[src/rtl/spi_transfer_arbiter_if.sv]
// Client/SPI-master side bundle of the transfer arbiter.
// slave: the arbiter; master: clients plus the SPI master.
interface spi_transfer_arbiter_if #(
    parameter int REQUESTERS = 4
);
    logic [REQUESTERS-1:0] request;
    logic [REQUESTERS-1:0] cancel;
    logic [REQUESTERS-1:0] grant;
    logic [REQUESTERS-1:0] done;
    logic [REQUESTERS-1:0] aborted;
    logic                  spi_trigger;
    logic                  spi_abort;
    logic                  spi_busy;
    logic                  spi_complete;

    modport master (
        output request, cancel, spi_busy, spi_complete,
        input  grant, done, aborted, spi_trigger, spi_abort
    );

    modport slave (
        input  request, cancel, spi_busy, spi_complete,
        output grant, done, aborted, spi_trigger, spi_abort
    );
endinterface

[src/rtl/spi_transfer_arbiter.sv]
// Round-robin owner of one SPI master: trigger/abort pulses,
// start/transfer timeouts and a guard gap between transfers.
module spi_transfer_arbiter #(
    parameter int REQUESTERS       = 4,
    parameter int START_TIMEOUT    = 8,
    parameter int TRANSFER_TIMEOUT = 64,
    parameter int GAP_TICKS        = 2
) (
    input logic                   clock,
    input logic                   reset,
    spi_transfer_arbiter_if.slave bus
);
    localparam int IW = $clog2(REQUESTERS);
    localparam int M1 = (START_TIMEOUT > TRANSFER_TIMEOUT)
                      ? START_TIMEOUT : TRANSFER_TIMEOUT;
    localparam int MT = (M1 > GAP_TICKS) ? M1 : GAP_TICKS;
    localparam int CW = (MT > 0) ? $clog2(MT + 1) : 1;

    typedef logic [CW-1:0] cnt_t;
    localparam cnt_t ST_C = cnt_t'(START_TIMEOUT);
    localparam cnt_t TT_C = cnt_t'(TRANSFER_TIMEOUT);
    localparam logic [IW-1:0] LAST = IW'(REQUESTERS - 1);

    typedef enum logic [2:0] {
        IDLE, TRIGGER, WAIT_START, ACTIVE, ABORT, GAP
    } state_t;

    state_t        state;
    logic [IW-1:0] ptr;
    logic [IW-1:0] win;
    logic          hit;
    cnt_t          cnt;
    cnt_t          cnt_inc;
    logic          cancel_g;
    int            j;

    // First requester at or after ptr, wrapping.
    always_comb begin
        win = '0;
        hit = 1'b0;
        j   = 0;
        for (int i = 0; i < REQUESTERS; i++) begin
            j = int'(ptr) + i;
            if (j >= REQUESTERS) j = j - REQUESTERS;
            if (!hit && bus.request[j]) begin
                hit = 1'b1;
                win = IW'(j);
            end
        end
    end

    assign cnt_inc  = (cnt == '1) ? cnt : cnt + 1'b1;
    assign cancel_g = |(bus.cancel & bus.grant);

    always_ff @(posedge clock) begin
        if (reset) begin
            state           <= IDLE;
            ptr             <= '0;
            cnt             <= '0;
            bus.grant       <= '0;
            bus.done        <= '0;
            bus.aborted     <= '0;
            bus.spi_trigger <= 1'b0;
            bus.spi_abort   <= 1'b0;
        end else begin
            bus.done        <= '0;
            bus.aborted     <= '0;
            bus.spi_trigger <= 1'b0;
            bus.spi_abort   <= 1'b0;
            unique case (state)
                IDLE: begin
                    if (hit) begin
                        bus.grant <= REQUESTERS'(1) << win;
                        ptr       <= (win == LAST) ? '0 : win + 1'b1;
                        state     <= TRIGGER;
                    end
                end
                TRIGGER: begin
                    bus.spi_trigger <= 1'b1;
                    cnt             <= '0;
                    state           <= WAIT_START;
                end
                WAIT_START: begin
                    cnt <= cnt_inc;
                    if (bus.spi_busy) begin
                        cnt   <= '0;
                        state <= ACTIVE;
                    end else if (START_TIMEOUT != 0 && cnt == ST_C) begin
                        // Master never started, nothing to abort.
                        bus.aborted <= bus.grant;
                        bus.grant   <= '0;
                        cnt         <= '0;
                        state       <= GAP;
                    end else if (cancel_g) begin
                        bus.aborted   <= bus.grant;
                        bus.spi_abort <= 1'b1;
                        state         <= ABORT;
                    end
                end
                ACTIVE: begin
                    cnt <= cnt_inc;
                    if (bus.spi_complete) begin
                        bus.done  <= bus.grant;
                        bus.grant <= '0;
                        cnt       <= '0;
                        state     <= GAP;
                    end else if (cancel_g ||
                                 (TRANSFER_TIMEOUT != 0 && cnt == TT_C)) begin
                        bus.aborted   <= bus.grant;
                        bus.spi_abort <= 1'b1;
                        state         <= ABORT;
                    end else if (!bus.spi_busy) begin
                        bus.aborted <= bus.grant;
                        bus.grant   <= '0;
                        cnt         <= '0;
                        state       <= GAP;
                    end
                end
                ABORT: begin
                    if (!bus.spi_busy) begin
                        bus.grant <= '0;
                        cnt       <= '0;
                        state     <= GAP;
                    end
                end
                GAP: begin
                    if (int'(cnt) + 1 >= GAP_TICKS) state <= IDLE;
                    else cnt <= cnt_inc;
                end
                default: state <= IDLE;
            endcase
        end
    end
endmodule

[src/flat_wrapper.sv]
// flat-port wrapper written by rule: the top's interface ports become plain ports
module spi_transfer_arbiter_flat 
#(
    parameter int REQUESTERS       = 4,
    parameter int START_TIMEOUT    = 8,
    parameter int TRANSFER_TIMEOUT = 64,
    parameter int GAP_TICKS        = 2
)
  (clock, reset, bus_request, bus_cancel, bus_spi_busy, bus_spi_complete, bus_grant, bus_done, bus_aborted, bus_spi_trigger, bus_spi_abort);
  spi_transfer_arbiter_if #(.REQUESTERS(REQUESTERS)) bus_i ();
  input logic clock;
  input logic reset;
  input wire logic [$bits(bus_i.request)-1:0] bus_request;
  input wire logic [$bits(bus_i.cancel)-1:0] bus_cancel;
  input wire logic [$bits(bus_i.spi_busy)-1:0] bus_spi_busy;
  input wire logic [$bits(bus_i.spi_complete)-1:0] bus_spi_complete;
  output wire logic [$bits(bus_i.grant)-1:0] bus_grant;
  output wire logic [$bits(bus_i.done)-1:0] bus_done;
  output wire logic [$bits(bus_i.aborted)-1:0] bus_aborted;
  output wire logic [$bits(bus_i.spi_trigger)-1:0] bus_spi_trigger;
  output wire logic [$bits(bus_i.spi_abort)-1:0] bus_spi_abort;
  assign bus_i.request = bus_request;
  assign bus_i.cancel = bus_cancel;
  assign bus_i.spi_busy = bus_spi_busy;
  assign bus_i.spi_complete = bus_spi_complete;
  assign bus_grant = bus_i.grant;
  assign bus_done = bus_i.done;
  assign bus_aborted = bus_i.aborted;
  assign bus_spi_trigger = bus_i.spi_trigger;
  assign bus_spi_abort = bus_i.spi_abort;
  spi_transfer_arbiter #(.REQUESTERS(REQUESTERS), .START_TIMEOUT(START_TIMEOUT), .TRANSFER_TIMEOUT(TRANSFER_TIMEOUT), .GAP_TICKS(GAP_TICKS)) u_core (.clock(clock), .reset(reset), .bus(bus_i));
endmodule
[config.mk]
export PLATFORM = sky130hd
export DESIGN_NAME = spi_transfer_arbiter_flat
export DESIGN_NICKNAME = d
export VERILOG_FILES = /design/src/rtl/spi_transfer_arbiter_if.sv /design/src/rtl/spi_transfer_arbiter.sv /design/src/flat_wrapper.sv
export SDC_FILE = /design/constraint.sdc
export NUM_CORES = 1
export LEC_CHECK = 0
export ABC_AREA = 0
export BUFFER_PORTS_ARGS = -buffer_cell sky130_fd_sc_hd__buf_4
export CAP_MARGIN = 20
export CELL_PAD_IN_SITES_DETAIL_PLACEMENT = 1
export CELL_PAD_IN_SITES_GLOBAL_PLACEMENT = 1
export CORE_MARGIN = 2
export CORE_UTILIZATION = 44
export DETAILED_ROUTE_END_ITERATION = 10
export PLACE_DENSITY_LB_ADDON = 0.3
export SLEW_MARGIN = 25
export SYNTH_ARGS = -nofsm -noshare
export SYNTH_HDL_FRONTEND = slang
export SYNTH_SLANG_ARGS = --single-unit
[constraint.sdc]
create_clock -name clock -period 6.84 [get_ports clock]
set_input_delay 1.71 -clock clock [delete_from_list [all_inputs] [get_ports clock]]
set_output_delay 1.71 -clock clock [all_outputs]
set_load 0.02 [all_outputs]
* Word-level counts from Yosys, hierarchy flattened
Cells that the tools add are included.
Word-level totals: register bits after elaboration 26, output and inout port bits 14
Operators by class: mux-type cells 64, $add $sub $neg 10, reduce and logical (&&, ||, !) cells 16, equal/unequal tests 17, $lt $le $gt $ge 9, bitwise gates (word level) 3, shift operators 1
Operators by type and width (number):
- $lt A32 B4 Y1 const B | 4
- $mux W32 | 4
- $ge A32 B4 Y1 const B | 3
- $sub A32 B4 Y32 const B | 3
- $mux W7 | 8
- $mux W4 | 12
- $pmux W7 S5 | 1
- $ge A32 B3 Y1 const B | 1
- $mux W3 | 8
- $mux W1 | 18
- $pmux W3 S6 | 1
- $pmux W4 S4 | 1
- $eq A7 B7 Y1 const B | 2
- $mux W2 | 5
- $add A7 B1 Y8 const B | 1
- $bmux W1 S2 | 4
- $pmux W4 S2 | 1
- $add A7 B1 Y7 const B | 1
- $eq A7 B4 Y1 const B | 1
- $add A2 B2 Y3 const B | 2
- $eq A3 B2 Y1 const B | 2
- $eq A3 B3 Y1 const B | 2
- $ne A2 B1 Y1 const B | 3
- $ne A2 B2 Y1 const B | 3
- 23 further kinds | 29

* Logic depth before layout (Yosys ltp)
Gate-level depths: netlist of the first run.
depth in word-level cells 18, gate-level depth with buffers 9, depth with buffers taken out 9

* Worst setup path before layout of the first run
No wires, ideal clock.
path kind in2reg, start input bus_spi_complete, end register u_core.cnt[1], stages on the path 5, slack 3644 ps, arrival 3109 ps, path buffers 0, library setup time 87 ps, cell sequence nor4b_1 > nand2_2 > a41o_4 > or4_1 > o31ai_1
On the way: word-level cells in the longest chain between the ends 2
Ends and longest elaborated chain:
- start: declaration | line flat_wrapper.sv:16 | input wire logic [$bits(bus_i.spi_complete)-1:0] bus_spi_complete;
- $mux W7 | line spi_transfer_arbiter.sv:102 | if (bus.spi_complete) begin
- $pmux W7 S5 | line spi_transfer_arbiter.sv:70 | unique case (state)
- end signal: assignment | line spi_transfer_arbiter.sv:84 | cnt <= cnt_inc;
- end signal: assignment | line spi_transfer_arbiter.sv:101 | cnt <= cnt_inc;
- end signal: assignment | line spi_transfer_arbiter.sv:128 | else cnt <= cnt_inc;
- end: declaration | line spi_transfer_arbiter.sv:32 | cnt_t cnt;
No other way between the ends. A chain may end at the register's enable or synchronous reset.

* Final worst setup path of the first run
Ends and elaborated chain as after synthesis.

==> results by group, run 1 <==
Status
  – Outcome: finished, final reports clean

Detailed routing
  – Vias: 1483
  – Drt total wl: 4232 um
  – DR DRC count: 0
  – Number of routed nets with antenna violations: 0
  – Drt initial violations: 55
  – Initial DRT Pass Iterations: 4
  – Post-DR wirelength/cell: 16.93 um
  – Via/cell ratio: 5.932

STA
  – Peak Freq: 314.9 MHz
  – RSZ-0062 raised after global routing: false
  – Total negative setup slack: 0 ns
  – Slew HR: 0.4446
  – Fin crit period: 3.176 ns
  – Slew @ Worst Pin: 0.8267 ns
  – Final setup viols: 0
  – Final worst-path cycle share: 0.4643
  – Clock Skews: 0.001308 ns
  – Max-slew violation count: 0
  – Fin. Hold Viols: 0

Floorplan
  – Core Region: 3337 um^2
  – Starting Density: 0.4563
  – Num ports: 26
  – Width of the chip: 62.83 um
  – Die Span Y: 62.83 um
  – Rows: 21
  – Die ar.: 3947 um^2

Yosys
  – Yosys warning count: 0
  – Synth area leader: dfxtp_1
  – Syn Nets: 201
  – Most area-consuming cells after synthesis: dfxtp_1 (34%), ha_1 (5.8%), and2_1 (4.1%)
  – Synthesized area: 1523 um^2
  – Asr flop ratio synth: 0
  – Average cell area after synthesis: 8.367 um^2
  – Sequential share of the synthesized area: 0.3418
  – Synth cell types: 48
  – Post-synthesis cell count: 182
  – Main synth FF type: dfxtp_1
  – Post-synth top cells: dfxtp_1 (26), nor2_1 (16), a21oi_1 (12), inv_1 (12), nand2_1 (11)
  – Top-area cell type share of the netlist area: 0.3418
  – EDFF count, synth: 0
  – Synth Register Bits: 26
  – Most frequent cell after synthesis: dfxtp_1

Global routing
  – Global-route wire length before repair: 7134 um
  – Largest net degree at the start of global routing: 19
  – Total grt overflow: 0
  – Initial antenna violation count: 0
  – GRT Util Overall: 0.2230
  – Vias in the first global route: 1543

Final layout
  – Filler cells: 432
  – Nets: 224
  – Layout cells sized above 1: 0.1912
  – Final Instance Area: 1782 um^2
  – Antenna cell count: 0
  – P&R area growth vs syn: 17.01%

Clock network
  – Post-CTS Hold Buffers: 0
  – Root Buffer: clkbuf_4
  – H-tree levels: 1
  – Post-CTS Resized: 0
  – Clock Latency Late Sink: 0.32 ns
  – CTS tree: yes
  – Setup Buffers After CTS: 0
  – Num CTS Buffers: 3
  – Worst-path clk slew: 0.15 ns
  – Maximum clock insertion buffer count: 2
  – Clock sink total: 26

Flow run
  – Max-cap viol count: 0

Worst setup path
  – CP Max Fanout: 9
  – Family with the most delay on the worst path: simple AND/OR/NAND/NOR gates
  – Crit-path cells: buf_4 -> nor4b_1 -> nand2_2 -> a41o_4 -> or4_1 -> o31ai_1
  – Req. time, crit path: 7.09 ns
  – Crit path DAT: 3.43 ns
  – Worst path slowest cell: nor4b_1
  – Buf/Inv on CP: 1
  – CP Launch Type: input pin
  – CP endpoint kind: flop
  – Largest stage delay on the critical path: 0.64 ns
  – Crit Path Category: input pin to flop

Power
  – Leakage: 0.7162 nW
  – Switching pwr: 0.2701 mW
  – Logic gate share of total power: 0.473
  – Clock share of power: 0.170
  – PwrDens: 352.9 nW/um^2
  – Int Pwr: 0.3587 mW
  – Peak supply drop: 135.2 uV
  – Sw frac: 0.4295
  – Reg power frac: 0.357

Place
  – DPL Wire Length: 3223 um
  – RePlAce Congestion: 0.8970
  – IO Port Bufs: 25
  – Placed cell area: 1729 um^2

Min path
  – Hold Path Class: flop to flop
==> worst reg2reg max path: cells and delay by family, from the launching register on <==
family                 cells  cell delay [ns]
AND/OR/NAND/NOR            3             1.28
buffers and inverters      1             0.34
AO/OA/AOI/OAI              2             0.35
flip-flops                 1             0.57
==> state kept, by name (all words and copies together) (netlist names) <==
register,flops
u_core.bus.aborted,4
u_core.bus.grant,4
u_core.cnt,7
u_core.state,3
u_core.bus.spi_abort,1
u_core.bus.spi_trigger,1
u_core.ptr,2
u_core.bus.done,4
==> routing by layer <==
metal  GRT usage  part of all wire  routed length [um]  vias to the layer above
met5           0                 0                   0                        -
li1            -                 -                   -                      710
met1      0.2497              0.41                1720                      722
met3     0.03604             0.033                 139                       10
met2      0.4274              0.54                2300                       41
met4     0.06667             0.017                  73                        0
==> power by group through the flow <==
stage	Sequential (mW)	Combinational (mW)	Clock [mW]
6_report	0.225	0.297	0.107
5_1_grt	0.231	0.329	0.116
4_1_cts	0.223	0.298	0.109
3_5_place_dp	0.227	0.293	0
3_3_place_gp	0.225	0.281	0
2_1_floorplan	0.208	0.228	0
==> kinds of logic after synthesis <==
group,Yosys count,share of synthesized area
buffers and inverters,20,0.05751
AND/OR/NAND/NOR,70,0.2605
AO/OA/AOI/OAI,57,0.2704
adder cells (fa/ha/maj),7,0.05752
multiplexers,1,0.006574
flip-flops,26,0.3418
XOR/XNOR,1,0.005753
==> path summary, 6_finish.rpt <==
check,start,depth (start not counted),slack (ns),to
setup / recovery,bus_spi_complete,6,3.66,u_core.cnt[1]$_SDFFE_PP0P_
setup reg to reg,u_core.state[1]$_SDFFE_PP0P_,6,4.23,u_core.cnt[1]$_SDFFE_PP0P_
hold reg to reg,u_core.bus.grant[0]$_SDFFE_PP0P_,1,0.55,u_core.bus.aborted[0]$_SDFF_PP0_
hold / removal,u_core.bus.grant[0]$_SDFFE_PP0P_,1,0.55,u_core.bus.aborted[0]$_SDFF_PP0_
==> per-stage QoR <==
| stage | power (mW) | util | hold WS (ns) | setup slack [ns] | instances |
|---|---|---|---|---|---|
| 2_1_floorplan | 0.4363 | - | 0.5038 | 3.644 | 182 |
| 3_3_place_gp | 0.5054 | 0.5182 | 0.5228 | 3.429 | 246 |
| 3_5_place_dp | 0.5201 | 0.5182 | 0.5362 | 3.370 | 246 |
| 4_1_cts | 0.6312 | 0.5339 | 0.5523 | 3.672 | 250 |
| 5_1_grt | 0.6758 | 0.5339 | 0.5623 | 3.561 | 250 |
| 6_report | 0.6288 | 0.5339 | 0.5484 | 3.664 | 250 |
==> cell type report <==
type	count	area [um^2]	area share
multi-input combinational	136	914.6	0.5133
sequential	26	520.5	0.2921
clock buffer	3	22.52	0.01264
tap	46	57.56	0.03230
timing repair buffer	25	187.7	0.1053
clock inverter	1	30.03	0.01685
inverter	13	48.80	0.02739
==> cell usage in the layout (no fill, tap or decap), types with 2 or more instances in the layout <==
| cell | synthesis | layout |
|---|---|---|
| buf_4 | 1 | 25 |
| nor4b_1 | 5 | 5 |
| a31oi_1 | 3 | 3 |
| a22oi_1 | 7 | 7 |
| nor2_1 | 16 | 16 |
| nand2_1 | 11 | 11 |
| and3_2 | 2 | 2 |
| or3_1 | 2 | 2 |
| o22ai_1 | 2 | 2 |
| inv_1 | 12 | 12 |
| and2_1 | 10 | 10 |
| ha_1 | 7 | 7 |
| clkbuf_4 | 0 | 3 |
| o21ai_0 | 8 | 8 |
| a311oi_1 | 2 | 2 |
| nor3_1 | 5 | 5 |
| o31a_1 | 2 | 2 |
| or2_2 | 2 | 2 |
| nor4_1 | 3 | 3 |
| o21a_1 | 4 | 4 |
| a21oi_1 | 12 | 12 |
| dfxtp_1 | 26 | 26 |
| o31ai_1 | 4 | 4 |
| a211oi_1 | 4 | 4 |
| nor2b_1 | 2 | 2 |
| or4_1 | 3 | 3 |
| nand3_1 | 2 | 2 |
Note: power is estimated with default switching activity, not from simulation.
==> run 2: changes to the inputs <==
--- a/config.mk
+++ b/config.mk
@@ -11,7 +11,7 @@
 export CELL_PAD_IN_SITES_DETAIL_PLACEMENT = 1
 export CELL_PAD_IN_SITES_GLOBAL_PLACEMENT = 1
 export CORE_MARGIN = 2
-export CORE_UTILIZATION = 44
+export CORE_UTILIZATION = 37
 export DETAILED_ROUTE_END_ITERATION = 10
 export PLACE_DENSITY_LB_ADDON = 0.3
 export SLEW_MARGIN = 25
==> constraint.sdc (replaced) <==
create_clock -name clock -period 2.75 [get_ports clock]
set_input_delay 0.6875 -clock clock [delete_from_list [all_inputs] [get_ports clock]]
set_output_delay 0.6875 -clock clock [all_outputs]
set_load 0.02 [all_outputs]
==> results by group, run 2 (synthesized netlist as in run 1, its figures left out) <==
Status
  – Outcome: finished, final reports clean

STA
  – Slew HR: 0.4968
  – Fin worst setup slack: 0.2936 ns
  – Total negative setup slack: 0 ns
  – Fin crit period: 2.456 ns
  – Max-slew violation count: 0
  – Final worst-path cycle share: 0.8932
  – Final setup viols: 0
  – Peak Freq: 407.1 MHz
  – RSZ-0062 raised after global routing: false
  – Fin. Hold Viols: 0
  – Slew @ Worst Pin: 0.7490 ns
  – Clock Skews: 0.001537 ns
  – Hold WS: 0.5433 ns

Final layout
  – P&R area growth vs syn: 18.08%
  – Most frequent cells in the layout: buf_4 (28), dfxtp_1 (26), nor2_1 (16)
  – Max reg flops: 7
  – Final Non-Filler Cells: 256
  – Filler cells: 495
  – Register area: 520.5 um^2
  – Commonest non-fill, non-tap cell in the layout: buf_4
  – Layout cells sized above 1: 0.1990
  – Multi-input gate area: 914.6 um^2
  – Antenna cell count: 0
  – Final Instance Area: 1798 um^2
  – Nets: 227
  – Largest register by flop count: u_core.cnt

Detailed routing
  – Via/cell ratio: 5.789
  – Met1 WL: 1865 um
  – Uppermost routed layer: met4
  – Initial DRT Pass Iterations: 4
  – Number of routed nets with antenna violations: 0
  – Post-DR wirelength/cell: 16.95 um
  – DR DRC count: 0
  – Vias: 1482
  – Met3 WL post-DR: 214 um
  – Drt initial violations: 66
  – Drt total wl: 4340 um
  – Met2 wire length: 2237 um

Clock network
  – Post-CTS Hold Buffers: 0
  – Clock sink total: 26
  – H-tree levels: 1
  – Root Buffer: clkbuf_8
  – Maximum clock insertion buffer count: 2
  – Post-CTS Resized: 0
  – CTS tree: yes
  – Num CTS Buffers: 3
  – Clock Latency Late Sink: 0.26 ns
  – Worst-path clk slew: 0.09 ns
  – Setup Buffers After CTS: 0

Worst setup path
  – Worst path slowest cell: or4_1
  – Req. time, crit path: 2.95 ns
  – Buf/Inv on CP: 1
  – Crit-path cells: inv_1 -> ha_1 -> or4b_4 -> o311ai_4 -> nand2_2 -> a41o_4 -> or4_1 -> o21ai_1
  – Crit Path Category: flop to flop
  – Family with the most delay on the worst path: simple AND/OR/NAND/NOR gates
  – CP endpoint kind: flop
  – CP Max Fanout: 9
  – Crit path DAT: 2.66 ns
  – Largest stage delay on the critical path: 0.52 ns
  – CP Launch Type: flop

Floorplan
  – Width of the chip: 68.15 um
  – Starting Density: 0.3834
  – Die ar.: 4644 um^2
  – Num ports: 26
  – Die Span Y: 68.15 um
  – Core Region: 3971 um^2
  – Rows: 23

Place
  – Worst slack, placed: 0.3393 ns
  – Cell Count Post-Placement: 253
  – RePlAce Congestion: 0.8589
  – DPL Wire Length: 3264 um
  – IO Port Bufs: 25
  – Placed cell area: 1757 um^2

Power
  – Peak supply drop: 433.6 uV
  – PwrDens: 852.1 nW/um^2
  – Leakage: 0.7237 nW

Global routing
  – Global-route wire length before repair: 7086 um
  – Initial antenna violation count: 0
  – Largest net degree at the start of global routing: 19
  – Total grt overflow: 0
  – Vias in the first global route: 1448
  – GRT Util Overall: 0.2045

Flow run
  – Max-cap viol count: 0

Min path
  – Hold Path Class: flop to flop
[run 2: changes by cell type in the layout (fill, tap and decap cells not counted)]
cell | before | now
buf_4 | 25 | 28
bufinv_16 | 1 | 0
clkbuf_4 | 3 | 0
clkbuf_8 | 0 | 3
[run 2: cell type report]
cell class / count / share of cell area
repair buffers: 28 / 0.1169
flip-flops and latches: 26 / 0.2895
multi-input cells: 136 / 0.5087
clock buffers: 3 / 0.02296
well taps: 50 / 0.03479
inverters: 13 / 0.02714
[run 2: path summary, 6_finish.rpt]
| kind | startpoint | end | slack, ns | cells past startpoint |
|---|---|---|---|---|
| worst max-delay path | u_core.cnt[1]$_SDFFE_PP0P_ | u_core.cnt[6]$_SDFFE_PP0P_ | 0.29 | 8 |
| worst min-delay path | u_core.bus.grant[1]$_SDFFE_PP0P_ | u_core.bus.done[1]$_SDFF_PP0_ | 0.54 | 1 |
| worst max register to register | u_core.cnt[1]$_SDFFE_PP0P_ | u_core.cnt[6]$_SDFFE_PP0P_ | 0.29 | 8 |
| worst min register to register | u_core.bus.grant[1]$_SDFFE_PP0P_ | u_core.bus.done[1]$_SDFF_PP0_ | 0.54 | 1 |
[run 2: per-layer routing]
metal | global-route usage | vias up
met1 | 0.2641 | 721
met4 | 0.05250 | 0
met5 | 0 | -
met3 | 0.02467 | 2
met2 | 0.3592 | 38
li1 | - | 721
[run 2: metrics by stage]
stage,util,total power [mW]
5_1_grt,0.4527,1.658
2_1_floorplan,-,1.085
3_3_place_gp,0.4423,1.267
3_5_place_dp,0.4423,1.315
4_1_cts,0.4527,1.538
6_report,0.4527,1.532
[run 2: where the power goes]
group	switching, mW	total [mW]	internal, mW
Clock	0.116	0.214	0.0980
Sequential	0.121	0.561	0.440
Combinational	0.441	0.757	0.316
==> run 3: changes to the inputs <==
--- a/config.mk
+++ b/config.mk
@@ -5,13 +5,13 @@
 export SDC_FILE = /design/constraint.sdc
 export NUM_CORES = 1
 export LEC_CHECK = 0
-export ABC_AREA = 0
+export ABC_AREA = 1
 export BUFFER_PORTS_ARGS = -buffer_cell sky130_fd_sc_hd__buf_4
 export CAP_MARGIN = 20
-export CELL_PAD_IN_SITES_DETAIL_PLACEMENT = 1
-export CELL_PAD_IN_SITES_GLOBAL_PLACEMENT = 1
+export CELL_PAD_IN_SITES_DETAIL_PLACEMENT = 0
+export CELL_PAD_IN_SITES_GLOBAL_PLACEMENT = 2
 export CORE_MARGIN = 2
-export CORE_UTILIZATION = 37
+export CORE_UTILIZATION = 27
 export DETAILED_ROUTE_END_ITERATION = 10
 export PLACE_DENSITY_LB_ADDON = 0.3
 export SLEW_MARGIN = 25
==> results by group, run 3 <==
Clock network
  – Post-CTS Hold Buffers: 0
  – Post-CTS Resized: 0
  – CTS tree: yes
  – Setup Buffers After CTS: 0
  – Clock sink total: 26
  – H-tree levels: 1
  – Num CTS Buffers: 3
  – Worst-path clk slew: 0.10 ns
  – Clock Latency Late Sink: 0.28 ns
  – Maximum clock insertion buffer count: 2
  – Root Buffer: clkbuf_8

Power
  – Leakage: 1.127 nW
  – Int Pwr: 1.221 mW
  – Logic gate share of total power: 0.602
  – Clock share of power: 0.135
  – Reg power frac: 0.263
  – Peak supply drop: 352.4 uV
  – Switching pwr: 1.239 mW
  – Final Power: 2.460 mW
  – Sw frac: 0.5037
  – PwrDens: 1131 nW/um^2

STA
  – RSZ-0062 raised after global routing: false
  – Clock Skews: 0.006069 ns
  – Max-slew violation count: 0
  – Slew @ Worst Pin: 0.3897 ns
  – Slew HR: 0.7392
  – Final setup viols: 0
  – Final worst-path cycle share: 0.8062
  – Peak Freq: 451.0 MHz
  – Total negative setup slack: 0 ns
  – Fin. Hold Viols: 0
  – Fin crit period: 2.217 ns

Yosys
  – Yosys warning count: 0
  – Synth cell types: 31
  – Synth area leader: dfxtp_1
  – Average cell area after synthesis: 6.059 um^2
  – Top-area cell type share of the netlist area: 0.2817
  – Synth Register Bits: 26
  – Most area-consuming cells after synthesis: dfxtp_1 (28%), nand2_1 (20%), nand3_1 (7.9%)
  – Asr flop ratio synth: 0
  – Syn Nets: 324
  – Main synth FF type: dfxtp_1
  – Sequential share of the synthesized area: 0.2817
  – EDFF count, synth: 0
  – Most frequent cell after synthesis: nand2_1
  – Synthesized area: 1848 um^2
  – Post-synth top cells: nand2_1 (100), inv_1 (35), nor2_1 (35)
  – Post-synthesis cell count: 305

Global routing
  – Vias in the first global route: 1651
  – Most Crowded Layer GR: met2
  – Initial antenna violation count: 0
  – Largest net degree at the start of global routing: 16
  – M1 GR Usage: 0.1652
  – GRT Util Overall: 0.1317
  – Global-route wire length before repair: 7783 um
  – Met3 Track Usage GR: 0.02286
  – Total grt overflow: 0
  – GR Util met2: 0.2315

Status
  – Outcome: finished, final reports clean

Final layout
  – Largest register by flop count: u_core.cnt
  – Antenna cell count: 0
  – Max reg flops: 7
  – Commonest non-fill, non-tap cell in the layout: nand2_1
  – P&R area growth vs syn: 17.74%
  – Nets: 349
  – Most frequent cells in the layout: nand2_1 (100), inv_1 (35), nor2_1 (35)
  – Layout cells sized above 1: 0.1489
  – Layout Utilization: 0.3238
  – Filler cells: 775
  – Final Non-Filler Cells: 409

Detailed routing
  – Via/cell ratio: 4.599
  – DR DRC count: 0
  – Number of routed nets with antenna violations: 0
  – Vias: 1881
  – Drt total wl: 4780 um
  – Initial DRT Pass Iterations: 6
  – Post-DR wirelength/cell: 11.69 um
  – Drt initial violations: 93

Place
  – DPL Wire Length: 3669 um
  – IO Port Bufs: 25
  – Cell Count Post-Placement: 405
  – RePlAce Congestion: 0.8190

Worst setup path
  – Crit Path Category: flop to flop
  – CP Max Fanout: 8
  – CP endpoint kind: flop
  – Worst path slowest cell: dfxtp_1
  – Largest stage delay on the critical path: 0.53 ns
  – Crit path DAT: 2.40 ns
  – Family with the most delay on the worst path: simple AND/OR/NAND/NOR gates
  – Crit-path cells: inv_4 -> nand2_1 -> nand2_1 -> nand2_1 -> nand2_1 -> nor2_4 -> nand2_2 -> nand2_1 -> nand2_1 -> nand3_1 -> inv_1 -> ha_1 -> a21oi_1 -> nand3_1 -> nand2_1 -> a21oi_1
  – CP most frequent cell: nand2_1
  – Buf/Inv on CP: 2
  – Req. time, crit path: 2.93 ns
  – CP Launch Type: flop

Floorplan
  – Rows: 30
  – Die Span Y: 86.73 um
  – Core Region: 6719 um^2
  – Die ar.: 7522 um^2
  – Num ports: 26
  – Width of the chip: 86.73 um
  – Starting Density: 0.2750

Min path
  – Hold Path Class: flop to flop

Flow run
  – Max-cap viol count: 0
[run 3: path summary, 6_finish.rpt]
path / from / end / slack [ns] / depth (start not counted)
setup / recovery: u_core.ptr[0]$_SDFFE_PP0P_ / u_core.bus.grant[1]$_SDFFE_PP0P_ / 0.53 / 16
hold / removal: u_core.bus.grant[2]$_SDFFE_PP0P_ / u_core.bus.done[2]$_SDFF_PP0_ / 0.53 / 2
setup reg to reg: u_core.ptr[0]$_SDFFE_PP0P_ / u_core.bus.grant[1]$_SDFFE_PP0P_ / 0.53 / 16
hold reg to reg: u_core.bus.grant[2]$_SDFFE_PP0P_ / u_core.bus.done[2]$_SDFF_PP0_ / 0.53 / 2
[run 3: layout make-up]
class	instances	area, um^2	share of cell area
timing repair buffer	27	202.7	0.09316
tap	80	100.1	0.04600
inverter	40	152.6	0.07015
clock buffer	3	41.29	0.01898
multi-input combinational	232	1129	0.5187
clock inverter	1	30.03	0.01380
sequential	26	520.5	0.2392
[run 3: layer usage]
layer  vias up  wire (um)
met5         -          0
met4         0         43
met3         4        175
met2        30       2291
met1       832       2269
li1       1015          -
[run 3: cells by family (layout without fill, tap and decap cells)]
kind of cell,after synthesis,after routing,share of synthesized area
fa+ha+maj,7,7,0.04739
buf+inv,47,71,0.1077
xor+xnor,2,2,0.009480
compound gates,36,36,0.1097
simple gates,187,187,0.4442
flops,26,26,0.2817
[run 3: power groups by stage]
stage,Combinational (mW),Sequential [mW],Clock [mW]
2_1_floorplan,1.20,0.610,0
3_3_place_gp,1.50,0.659,0
3_5_place_dp,1.48,0.655,0
4_1_cts,1.49,0.646,0.349
5_1_grt,1.70,0.661,0.359
6_report,1.48,0.646,0.333
[run 3: worst reg2reg max path, stage by stage, from the launching register on]
cell,delay (ns)
dfxtp_1,0.53
inv_4,0.10
nand2_1,0.07
nand2_1,0.09
nand2_1,0.10
nand2_1,0.11
nor2_4,0.16
nand2_2,0.08
nand2_1,0.06
nand2_1,0.05
nand3_1,0.16
inv_1,0.09
ha_1,0.21
a21oi_1,0.14
nand3_1,0.09
nand2_1,0.07
a21oi_1,0.04
[run 3: metrics by stage]
| step | hold slack [ns] | worst slack, ns | instance area, um^2 |
|---|---|---|---|
| floorplan | 0.4956 | 0.6579 | 1848 |
| global placement | 0.5215 | 0.3886 | 2105 |
| detailed placement | 0.5335 | 0.3506 | 2105 |
| CTS | 0.5500 | 0.5478 | 2176 |
| global route | 0.5763 | 0.3473 | 2176 |
| finish | 0.5349 | 0.5329 | 2176 |
